**config.mk**
```make
export PLATFORM = sky130hd
export DESIGN_NAME = iterative_divider
export DESIGN_NICKNAME = d
export VERILOG_FILES = /design/src/rtl/iterative_divider.sv
export SDC_FILE = /design/constraint.sdc
export NUM_CORES = 1
export LEC_CHECK = 0
export BUFFER_PORTS_ARGS = -buffer_cell sky130_fd_sc_hd__buf_2
export CORE_MARGIN = 2
export CORE_UTILIZATION = 33
export DETAILED_ROUTE_END_ITERATION = 7
export GPL_ROUTABILITY_DRIVEN = 1
export GPL_TIMING_DRIVEN = 0
export PLACE_DENSITY = 0.62
export SYNTH_ARGS = -nofsm -noshare
export SYNTH_HDL_FRONTEND = slang
export SYNTH_SLANG_ARGS = --single-unit
```
**constraint.sdc**
```tcl
create_clock -name clk -period 2.58 [get_ports clk]
set_input_delay 0.129 -clock clk [delete_from_list [all_inputs] [get_ports clk]]
set_output_delay 0.129 -clock clk [all_outputs]
set_load 0.02 [all_outputs]
```
**src/rtl/iterative_divider.sv**
```systemverilog
// Radix-2 restoring divider, one quotient bit per clock, valid/ready on both sides.
// Recovers operand A from an 8x8 product P and operand B to measure approximate-product error.
module iterative_divider #(
  parameter int N_W = 16,
  parameter int D_W = 8
) (
  input  logic           clk,
  input  logic           rst_n,
  input  logic           in_valid,
  output logic           in_ready,
  input  logic [N_W-1:0] dividend,
  input  logic [D_W-1:0] divisor,
  output logic           out_valid,
  input  logic           out_ready,
  output logic [N_W-1:0] quotient,
  output logic [D_W-1:0] remainder,
  output logic           div_by_zero,
  output logic           fits8
);

  localparam int CNT_W = (N_W > 1) ? $clog2(N_W) : 1;
  localparam logic [CNT_W-1:0] LAST_CNT = CNT_W'(N_W - 1);

  typedef enum logic [1:0] {IDLE, BUSY, DONE} state_t;

  state_t           state;
  logic [CNT_W-1:0] cnt;
  logic [N_W-1:0]   dvd_sh;
  logic [N_W-1:0]   quo_w;
  logic [D_W-1:0]   dvs;
  logic [D_W:0]     rem_w;

  logic [D_W+1:0]   step;
  logic             qbit;
  logic [D_W:0]     rem_nx;
  logic [N_W-1:0]   quo_nx;

  // One restoring step: returns {quotient bit, new partial remainder}.
  function automatic logic [D_W+1:0] restore_step(input logic [D_W:0]   r,
                                                  input logic           bit_in,
                                                  input logic [D_W-1:0] d);
    logic [D_W:0] trial;
    trial = {r[D_W-1:0], bit_in};
    if (trial >= {1'b0, d})
      restore_step = {1'b1, trial - {1'b0, d}};
    else
      restore_step = {1'b0, trial};
  endfunction

  always_comb begin
    step   = restore_step(rem_w, dvd_sh[N_W-1], dvs);
    qbit   = step[D_W+1];
    rem_nx = step[D_W:0];
    quo_nx = {quo_w[N_W-2:0], qbit};
  end

  always_ff @(posedge clk) begin
    if (!rst_n) begin
      state       <= IDLE;
      in_ready    <= 1'b1;
      out_valid   <= 1'b0;
      quotient    <= '0;
      remainder   <= '0;
      div_by_zero <= 1'b0;
      fits8       <= 1'b0;
      cnt         <= '0;
      dvd_sh      <= '0;
      quo_w       <= '0;
      dvs         <= '0;
      rem_w       <= '0;
    end else begin
      case (state)
        IDLE: begin
          if (in_valid) begin
            dvd_sh   <= dividend;
            dvs      <= divisor;
            rem_w    <= '0;
            quo_w    <= '0;
            cnt      <= '0;
            in_ready <= 1'b0;
            state    <= (divisor == '0) ? DONE : BUSY;
          end
        end
        BUSY: begin
          rem_w  <= rem_nx;
          quo_w  <= quo_nx;
          dvd_sh <= dvd_sh << 1;
          cnt    <= cnt + 1'b1;
          if (cnt == LAST_CNT) begin
            state       <= DONE;
            out_valid   <= 1'b1;
            quotient    <= quo_nx;
            remainder   <= rem_nx[D_W-1:0];
            div_by_zero <= 1'b0;
            fits8       <= (quo_nx[N_W-1:D_W] == '0);
          end
        end
        DONE: begin
          // Divide-by-zero enters DONE with out_valid low; result is loaded one edge later.
          if (!out_valid) begin
            quotient    <= '1;
            remainder   <= dvd_sh[D_W-1:0];
            div_by_zero <= 1'b1;
            fits8       <= 1'b0;
            out_valid   <= 1'b1;
          end else if (out_ready) begin
            out_valid <= 1'b0;
            in_ready  <= 1'b1;
            state     <= IDLE;
          end
        end
        default: begin
          state     <= IDLE;
          in_ready  <= 1'b1;
          out_valid <= 1'b0;
        end
      endcase
    end
  end

endmodule

```
### Word level (Yosys, flattened, before mapping)

Cells that the tools add are included.

* order comparisons: 1
* bitwise gates (word level): 2
* add/subtract/negate cells: 2
* reductions and logical operators: 11
* multiplexer cells: 35
* eq/ne operators: 8

Operators by type and width (count)
* 16-bit one-hot mux with 2 select lines: 2
* 16-bit two-way mux: 3
* 8-bit one-hot mux with 2 select lines: 2
* 15-bit one-hot mux with 2 select lines: 1
* 8-bit two-way mux: 3
* 8-bit logical NOT: 2
* 15-bit two-way mux: 1
* 1-bit two-way mux: 10
* 10-bit two-way mux: 1
* 2-bit two-way mux: 5
* 2-bit inequality test, second input constant: 5
* 9-bit by 8-bit greater-or-equal comparator with 1-bit output: 1
* 9-bit by 8-bit subtractor with 9-bit output: 1
* 4-bit one-hot mux with 2 select lines: 1
* 4-bit AND reduction: 2
* 1-bit one-hot mux with 3 select lines: 2
* 2-bit one-hot mux with 3 select lines: 1
* 2-bit AND reduction: 3
* 4-bit by 1-bit adder with 4-bit output, second input constant: 1
* 4-bit equality test, second input constant: 1
* 4-bit two-way mux: 1
* 1-bit one-hot mux with 2 select lines: 2
* 2-bit nonzero test: 2
* 3-bit AND reduction: 1
* other kinds (4): 5

* bits of input ports: 28
* register bits: 81

### Logic depth before layout (Yosys ltp)

Gate-level depths: netlist of run 1.

* word-level depth: 4
* mapped depth: 10
* gate-level depth less buffers: 10

### Worst setup path after synthesis of run 1

Ideal clock, no wire load.

* path kind: flip-flop to flip-flop
* from: register dvs[4]
* to: register remainder[0]
* stages on the path, launching flop included: 10
* clock period less this slack: 2101 ps
* setup slack: 479 ps
* data required time: 2510 ps
* arrival time: 2031 ps
* path through: dfxtp_1 inv_1 ha_1 a211o_1 a21oi_2 o21ai_1 a311oi_2 buf_6 mux2_1 o2bb2ai_1

* word-level cells in the longest chain between the ends: 4

RTL lines
* from (decl): RTL line 30 `logic [D_W-1:0] dvs;`
* from (signal assigned): RTL line 76 `dvs <= divisor;`
* 9-bit by 8-bit greater-or-equal comparator with 1-bit output: RTL line 44 `if (trial >= {1'b0, d})`
* 10-bit two-way mux: RTL line 44
* 8-bit two-way mux: RTL line 89 `if (cnt == LAST_CNT) begin`
* 8-bit one-hot mux with 2 select lines: RTL line 72 `case (state)`
* to (signal assigned): RTL line 93 `remainder <= rem_nx[D_W-1:0];`
* to (signal assigned): RTL line 102 `remainder <= dvd_sh[D_W-1:0];`
* to (decl): RTL line 16 `output logic [D_W-1:0] remainder,`

No other way between the ends. The select of a mux whose other input is x is not followed.
A chain may end at the register's enable or synchronous reset.

### Final worst setup path of run 1

Same ends and word-level chain as after synthesis.

==> summary.txt, run 1 <==
Run status
  • Status: finished clean

Route
  • Post-Route WL: 9330 um
  • Initial DRC Count: 141
  • TritonRoute pass-1 iters: 4
  • DRC viols: 0
  • Drt wl/cell: 14.6 um
  • Vias: 3192
  • Final antenna-violating net count: 0
  • Vias per cell: 5.01

Worst setup path
  • Slowest stage cell, crit path: mux2_1
  • WS Path Type: reg2reg
  • CP arrival: 2.59 ns
  • Worst-path cell chain: inv_1 > ha_1 > a211o_1 > a21oi_2 > o21ai_1 > a311oi_2 > buf_6 > mux2_1 > o2bb2ai_1
  • Reg-to-reg critical path startpoint: dvs[4]
  • CP endpoint kind: register
  • Worst path required time: 2.85 ns
  • Max FO, Critical Path: 10
  • Buf/Inv on CP: 2
  • Worst Setup Start Kind: register
  • Kind of cell adding the most delay to the critical path: compound AO/OA/AOI/OAI gates
  • Crit-path max cell delay: 0.38 ns
  • Worst Setup SP: dvs[4]

Yosys
  • Yosys top cell by area: dfxtp_1
  • Number of distinct library cells after synthesis: 45
  • Prevailing post-synth register cell: dfxtp_1
  • Mapped Area: 3780 um2
  • Syn Nets: 464
  • Synthesized instance count: 423
  • Post-synthesis register bit count: 81
  • Post-synth ARST share: 0
  • EDFF count, synth: 0
  • Dominant cells by area after synthesis: dfxtp_1, mux2i_1, nand2_1
  • Ys Warns: 0
  • Top cell type's share of synthesized area: 0.429
  • Register area share after synthesis: 0.429
  • Mean Syn Cell Area: 8.93 um2

Timing
  • Fin. Hold Viols: 0
  • Worst clock skew: 0.00585 ns
  • RSZ-0062 raised after global routing: false
  • Slew @ Worst Pin: 0.655 ns
  • Max-slew violations: 0
  • Setup TNS: 0 ns
  • Part of the cycle the worst path needs: 0.901
  • Final setup viols: 0
  • Crit path time final: 2.32 ns
  • Rel. slew slack: 0.562
  • Max Fclk: 430 MHz

Pwr
  • Maximum VDD drop: 0.000419 V
  • P_leak: 1.94 nW
  • Pwr per Cell Area: 1290 nW/um2

GRT
  • Pin count of the biggest net entering global routing: 13
  • Vias in the first global route: 3244
  • Antenna violations before repair: 0
  • First-pass GRT wire length: 15600 um
  • Total track usage: 0.158
  • Remaining global-route overflow: 0

Clock network
  • Resized cells post-CTS: 0
  • Setup Fix Bufs, Post-CTS: 0
  • CTS tree: done
  • Num CTS Buffers: 9
  • CTS Hold Bufs: 0
  • Clock sink total: 81
  • H-tree levels: 3
  • CTS clk-pin slew, worst paths: 0.06 ns
  • Worst-Skew Late Latency: 0.34 ns
  • Maximum clock insertion buffer count: 2
  • Clk Tree Root Cell: clkbuf_16

Floorplan
  • Die height: 111 um
  • Die span in x: 111 um
  • Core Box Area: 11300 um2
  • Initial core utilization: 0.335
  • Total Die Area: 12300 um2
  • # IOs: 56
  • Row cnt: 39

Finish
  • Antenna diode count: 0
  • Most frequent cells in the layout: dfxtp_1, buf_2, nand2_1, nor2b_1
  • Non-Filler Cell Area, Final: 4540 um2
  • Area grow syn2layout: 20.2%
  • Nets: 530
  • Fillcell total: 1133
  • Commonest non-fill, non-tap cell in the layout: dfxtp_1
  • Proportion of layout cells with a drive suffix above 1: 0.170

Hold path
  • Worst hold path startpoint: divisor[7]
  • Hold Crit Class: in2reg

Place
  • DP Wirelength: 6940 um
  • IO buf count: 55
  • Placed inst area: 4230 um2
  • GP Congestion: 0.796

Job
  • Max Cap Viol: 0
## power breakdown
part | internal (mW) | switching (mW)
registers | 1.60 | 0.212
logic | 1.04 | 1.69
clock network | 0.828 | 0.485
total | 3.47 | 2.39
## path summary, 6_finish.rpt
path	slack [ns]	endpoint	cells past startpoint
max	0.26	remainder[0]	9
min	0.05	dvs[7]	3
max reg2reg	0.26	remainder[0]	9
min reg2reg	0.44	fits8	2
## final cells by class
cell class              instances  area [um2]  share of cell area
plain buffers                  29         126              0.0278
multi-input cells             300        1980               0.436
repair buffers                 55         275              0.0606
flip-flops and latches         81        1620               0.357
clock buffers                  14         274              0.0604
well taps                     143         179              0.0394
clock inverters                 2        35.0             0.00772
inverters                      13        48.8              0.0107
## logic make-up after synthesis
| logic type | Yosys count | synth area share |
|---|---|---|
| buf+inv | 42 | 0.0464 |
| mux | 23 | 0.0613 |
| fa+ha+maj | 13 | 0.0451 |
| compound gates | 102 | 0.194 |
| flops | 81 | 0.429 |
| xor+xnor | 6 | 0.0139 |
| simple gates | 156 | 0.210 |
## registers in the layout (all words and copies together), names as in the netlist, 2 cells and up
signal     flops
dvd_sh        16
dvs            8
state          2
remainder      8
rem_w          8
cnt            4
quotient      16
quo_w         15
## routing by layer
layer | vias to the layer above | routed length, um | track usage
met4 | 0 | 178 | 0.0692
met3 | 15 | 265 | 0.0339
met2 | 49 | 4560 | 0.267
li1 | 1620 | - | -
met5 | - | 0 | 0
met1 | 1508 | 4330 | 0.195
## through the flow
stage	setup WS [ns]	std cells	hold WS [ns]	power [mW]	util
after floorplan	0.479	423	0.274	3.82	-
after global placement	0.325	621	0.400	4.51	0.375
after detailed placement	0.271	621	0.408	4.57	0.375
after CTS	0.250	637	0.0455	5.91	0.403
after global routing	0.0638	637	0.0627	6.28	0.403
final	0.256	637	0.0540	5.86	0.403
## cell usage after synthesis, drive strengths merged, types with 3 or more instances
cell     n
nor3b   15
nand2b   5
a21boi  14
and2     3
ha      12
mux2i   22
nor2b   23
nand3b   7
clkbuf  18
o211a   16
xor2     4
nand2   50
o21ai   19
nor2    23
dfxtp   81
nor4     3
buf     11
o211ai   9
nor3    18
nand3    5
a21oi   16
inv     13
a22oi   16
## worst min-delay path, cell delays in order
cell and delay, ns:
buf_2 0.11, nand2_1 0.05, a21boi_0 0.06
Note: power is estimated with default switching activity, not from simulation.
==> run 2: changes to the inputs <==
Settings changed: CORE_MARGIN 2 to 3.
==> run 2 against run 1 <==
Compared with the run above:
- count of clock-buffer cells in the layout down 3
- via count down 0.60%
- utilization up 0.82 points
- first-iteration DRC count down 21%
- final cell count down 0.47%
- sequential power about the same
- hold slack worse by 0.0047 ns
- wire length down 0.11%
- clock power about the same
==> summary.txt, run 2 (synthesized netlist as in run 1, its figures left out) <==
Timing
  • Worst clock skew: 0.00674 ns
  • Hold Slack: 0.0493 ns
  • Max Fclk: 432 MHz
  • Fin. Hold Viols: 0
  • Final setup viols: 0
  • Crit path time final: 2.31 ns
  • Slew @ Worst Pin: 0.670 ns
  • Max-slew violations: 0
  • Worst setup margin: 0.268 ns
  • Setup TNS: 0 ns
  • Rel. slew slack: 0.552
  • Part of the cycle the worst path needs: 0.896
  • RSZ-0062 raised after global routing: false

Pwr
  • Switching power total: 2.40 mW
  • Clock Power Share: 0.223
  • P_leak: 1.94 nW
  • Maximum VDD drop: 0.000463 V
  • Int Pwr: 3.44 mW
  • Flop pwr share: 0.310
  • Pwr per Cell Area: 1290 nW/um2
  • Combinational power share: 0.467
  • Sw Share: 0.410
  • Tot Pwr: 5.84 mW

GRT
  • Antenna violations before repair: 0
  • Total track usage: 0.153
  • Remaining global-route overflow: 0
  • Vias in the first global route: 3145
  • Pin count of the biggest net entering global routing: 14
  • First-pass GRT wire length: 15500 um

Finish
  • Area grow syn2layout: 20.0%
  • Final core utilization: 0.411
  • Fillcell total: 1145
  • Antenna diode count: 0
  • Layout Cells excl Fill: 634
  • Largest regs: dvd_sh x16, quotient x16, quo_w x15
  • Non-Filler Cell Area, Final: 4530 um2
  • Commonest non-fill, non-tap cell in the layout: dfxtp_1
  • Proportion of layout cells with a drive suffix above 1: 0.174
  • Nets: 530
  • Most frequent cells in the layout: dfxtp_1, buf_2, nand2_1, nor2b_1

Worst setup path
  • Reg-to-reg critical path startpoint: dvs[4]
  • Max FO, Critical Path: 10
  • CP arrival: 2.58 ns
  • Worst-path cell chain: inv_1 > ha_1 > a211o_1 > a21oi_2 > o21ai_1 > a311oi_2 > buf_6 > mux2_1 > o2bb2ai_1
  • Worst Setup SP: dvs[4]
  • Worst path required time: 2.85 ns
  • Slowest stage cell, crit path: mux2_1
  • WS Path Type: reg2reg
  • Buf/Inv on CP: 2
  • Kind of cell adding the most delay to the critical path: compound AO/OA/AOI/OAI gates
  • Worst Setup Start Kind: register
  • Crit-path max cell delay: 0.38 ns
  • CP endpoint kind: register

Route
  • Drt wl/cell: 14.7 um
  • Vias per cell: 5.00
  • Post-Route WL: 9320 um
  • Initial DRC Count: 111
  • DRC viols: 0
  • TritonRoute pass-1 iters: 4
  • Vias: 3173
  • Final antenna-violating net count: 0

Place
  • DP Wirelength: 7060 um
  • GP Congestion: 0.801
  • Placed inst area: 4230 um2
  • IO buf count: 55
  • Place WS: 0.290 ns
  • Placed Cells: 618

Floorplan
  • Initial core utilization: 0.342
  • Total Die Area: 12800 um2
  • # IOs: 56
  • Row cnt: 38
  • Die span in x: 113 um
  • Core Box Area: 11000 um2
  • Die height: 113 um

Clock network
  • CTS clk-pin slew, worst paths: 0.06 ns
  • Setup Fix Bufs, Post-CTS: 0
  • CTS Hold Bufs: 0
  • Maximum clock insertion buffer count: 2
  • CTS tree: done
  • Worst-Skew Late Latency: 0.34 ns
  • Clk Tree Root Cell: clkbuf_16
  • Resized cells post-CTS: 0
  • Num CTS Buffers: 9
  • H-tree levels: 3
  • Clock sink total: 81

Job
  • Max Cap Viol: 0

Run status
  • Status: finished clean

Hold path
  • Hold Crit Class: in2reg
  • Worst hold path startpoint: divisor[7]
run 2: power groups by stage:
stage	Clock (mW)	Combinational [mW]	Sequential [mW]
3_5_place_dp	0	2.74	1.84
2_1_floorplan	0	1.80	2.02
3_3_place_gp	0	2.69	1.83
5_1_grt	1.38	3.04	1.86
6_report	1.30	2.73	1.81
4_1_cts	1.33	2.75	1.81
run 2: path summary, 6_finish.rpt:
path                  endpoint  slack [ns]  depth (start not counted)
setup / recovery  remainder[0]        0.27                          9
hold / removal          dvs[7]        0.05                          3
hold reg to reg          fits8        0.46                          2
setup reg to reg  remainder[0]        0.27                          9
run 2: final cells by class:
class,instances,area (um2),area share
clock buffer,11,253,0.0558
inverter,13,48.8,0.0108
buffer,29,126,0.0279
clock inverter,5,53.8,0.0119
multi-input combinational,300,1980,0.437
timing repair buffer,55,275,0.0607
tap,140,175,0.0386
sequential,81,1620,0.358
run 2: worst reg2reg max path, delay by kind of cell (launching register included):
family,cells,cell delay [ns]
multiplexers,1,0.38
AO/OA/AOI/OAI,5,0.93
adder cells (fa/ha/maj),1,0.35
buffers and inverters,2,0.25
flip-flops,1,0.33
run 2: metal layers:
layer	share of wire	global-route usage	wire length (um)	vias up
met3	0.039	0.0374	362	13
met5	0	0	0	-
met1	0.46	0.187	4310	1492
met4	0.018	0.0657	165	0
met2	0.48	0.255	4480	50
li1	-	-	-	1618
==> run 3: changes to the inputs <==
Settings changed: MAX_ROUTING_LAYER set to met4.
==> run 3 against run 2 <==
Compared with the run above:
- largest cell class unchanged
- critical path depth did not move
- sequential share of layout area did not move
- sequential cell count did not move
- final cell count did not move
- count of clock-buffer cells in the layout did not move
- critical endpoint unchanged
- power barely moved
- largest power group unchanged
==> summary.txt, run 3 (synthesized netlist as in run 1, its figures left out) <==
GRT
  • First-pass GRT wire length: 15500 um
  • M3 GR Usage: 0.0257
  • Gr busiest metal: met2
  • Total track usage: 0.157
  • Met1 Usage GRT: 0.188
  • GRT met2 Usage: 0.255
  • Remaining global-route overflow: 0
  • Vias in the first global route: 3151
  • Antenna violations before repair: 0
  • Pin count of the biggest net entering global routing: 14

Timing
  • Max Fclk: 432 MHz
  • Slew @ Worst Pin: 0.648 ns
  • Rel. slew slack: 0.566
  • RSZ-0062 raised after global routing: false
  • Max-slew violations: 0
  • Worst clock skew: 0.00732 ns
  • Worst setup margin: 0.266 ns
  • Crit path time final: 2.31 ns
  • Part of the cycle the worst path needs: 0.897
  • Hold Slack: 0.0512 ns
  • Setup TNS: 0 ns
  • Final setup viols: 0
  • Fin. Hold Viols: 0

Route
  • DRC viols: 0
  • Initial DRC Count: 137
  • Vias per cell: 5.03
  • Final antenna-violating net count: 0
  • Drt wl/cell: 14.7 um
  • Post-Route WL: 9300 um
  • TritonRoute pass-1 iters: 4
  • Vias: 3188

Worst setup path
  • R2R Setup Slk: 0.27 ns
  • Buf/Inv on CP: 2
  • Worst Setup Start Kind: register
  • Slowest stage cell, crit path: mux2_1
  • Max FO, Critical Path: 10
  • Kind of cell adding the most delay to the critical path: compound AO/OA/AOI/OAI gates
  • WS Path Type: reg2reg
  • Worst-path cell chain: inv_1 > ha_1 > a211o_1 > a21oi_2 > o21ai_1 > a311oi_2 > buf_6 > mux2_1 > o2bb2ai_1
  • R2r endpoint: remainder[0]
  • Reg-to-reg critical path startpoint: dvs[4]
  • Crit-path max cell delay: 0.38 ns
  • CP arrival: 2.58 ns
  • Worst reg2reg path depth: 9
  • Worst path required time: 2.85 ns
  • CP endpoint kind: register

Clock network
  • Clock sink total: 81
  • Worst-Skew Late Latency: 0.34 ns
  • Clk Tree Root Cell: clkbuf_16
  • CTS Hold Bufs: 0
  • Num CTS Buffers: 9
  • Resized cells post-CTS: 0
  • H-tree levels: 3
  • CTS clk-pin slew, worst paths: 0.06 ns
  • Maximum clock insertion buffer count: 2
  • Setup Fix Bufs, Post-CTS: 0
  • CTS tree: done

Floorplan
  • Initial core utilization: 0.342
  • Row cnt: 38
  • Die span in x: 113 um
  • # IOs: 56
  • Core Box Area: 11000 um2
  • Total Die Area: 12800 um2
  • Die height: 113 um

Place
  • GP Congestion: 0.813
  • DP Wirelength: 7060 um
  • Place WS: 0.290 ns
  • IO buf count: 55
  • Placed inst area: 4230 um2

Finish
  • Fillcell total: 1145
  • Area grow syn2layout: 20.0%
  • Commonest non-fill, non-tap cell in the layout: dfxtp_1
  • Nets: 530
  • Non-Filler Cell Area, Final: 4530 um2
  • Proportion of layout cells with a drive suffix above 1: 0.174
  • Antenna diode count: 0
  • Largest regs: dvd_sh x16, quotient x16, quo_w x15
  • Most frequent cells in the layout: dfxtp_1, buf_2, nand2_1, nor2b_1

Hold path
  • Worst hold path startpoint: divisor[7]
  • Hold path depth: 3
  • Hold EP: dvs[7]
  • Hold Crit Class: in2reg

Run status
  • Status: finished clean

Pwr
  • P_leak: 1.94 nW
  • Pwr per Cell Area: 1290 nW/um2
  • Maximum VDD drop: 0.000464 V
  • Tot Pwr: 5.83 mW

Job
  • Max Cap Viol: 0
## run 3: worst max path at each step
stage	slack [ns]	cells after the start	startpoint	end
after global routing	0.09	10	state[1]	remainder[5]
final	0.27	9	dvs[4]	remainder[0]
after floorplan	0.48	9	dvs[4]	remainder[0]
after global placement	0.33	9	dvs[4]	remainder[7]
after detailed placement	0.29	9	dvs[4]	remainder[0]
after CTS	0.27	9	dvs[4]	remainder[0]
## run 3: power by group
part / switching [mW] / internal [mW] / total (mW)
sequential: 0.206 / 1.60 / 1.81
clock: 0.504 / 0.798 / 1.30
combinational: 1.68 / 1.04 / 2.72
total: 2.39 / 3.44 / 5.83
## run 3: area by class of cell
cell class	instances	area, um2	share of cell area
Clock buffer	11	253	0.0558
Buffer	29	126	0.0279
Sequential cell	81	1620	0.358
Tap cell	140	175	0.0386
Multi-Input combinational cell	300	1980	0.437
Timing Repair Buffer	55	275	0.0607
Clock inverter	5	53.8	0.0119
Inverter	13	48.8	0.0108
## run 3: worst min-delay path, stage by stage
cell	delay, ns
buf_2	0.10
nand2_1	0.04
a21boi_0	0.06
## run 3: layer usage
metal / share of wire / wire length (um)
met5: 0 / 0
met4: 0.028 / 257
met3: 0.042 / 391
met2: 0.47 / 4390
met1: 0.46 / 4270
## run 3: stage by stage
stage | util | std cells
after floorplan | - | 423
after global placement | 0.383 | 618
after detailed placement | 0.383 | 618
after CTS | 0.411 | 634
after global routing | 0.411 | 634
final | 0.411 | 634
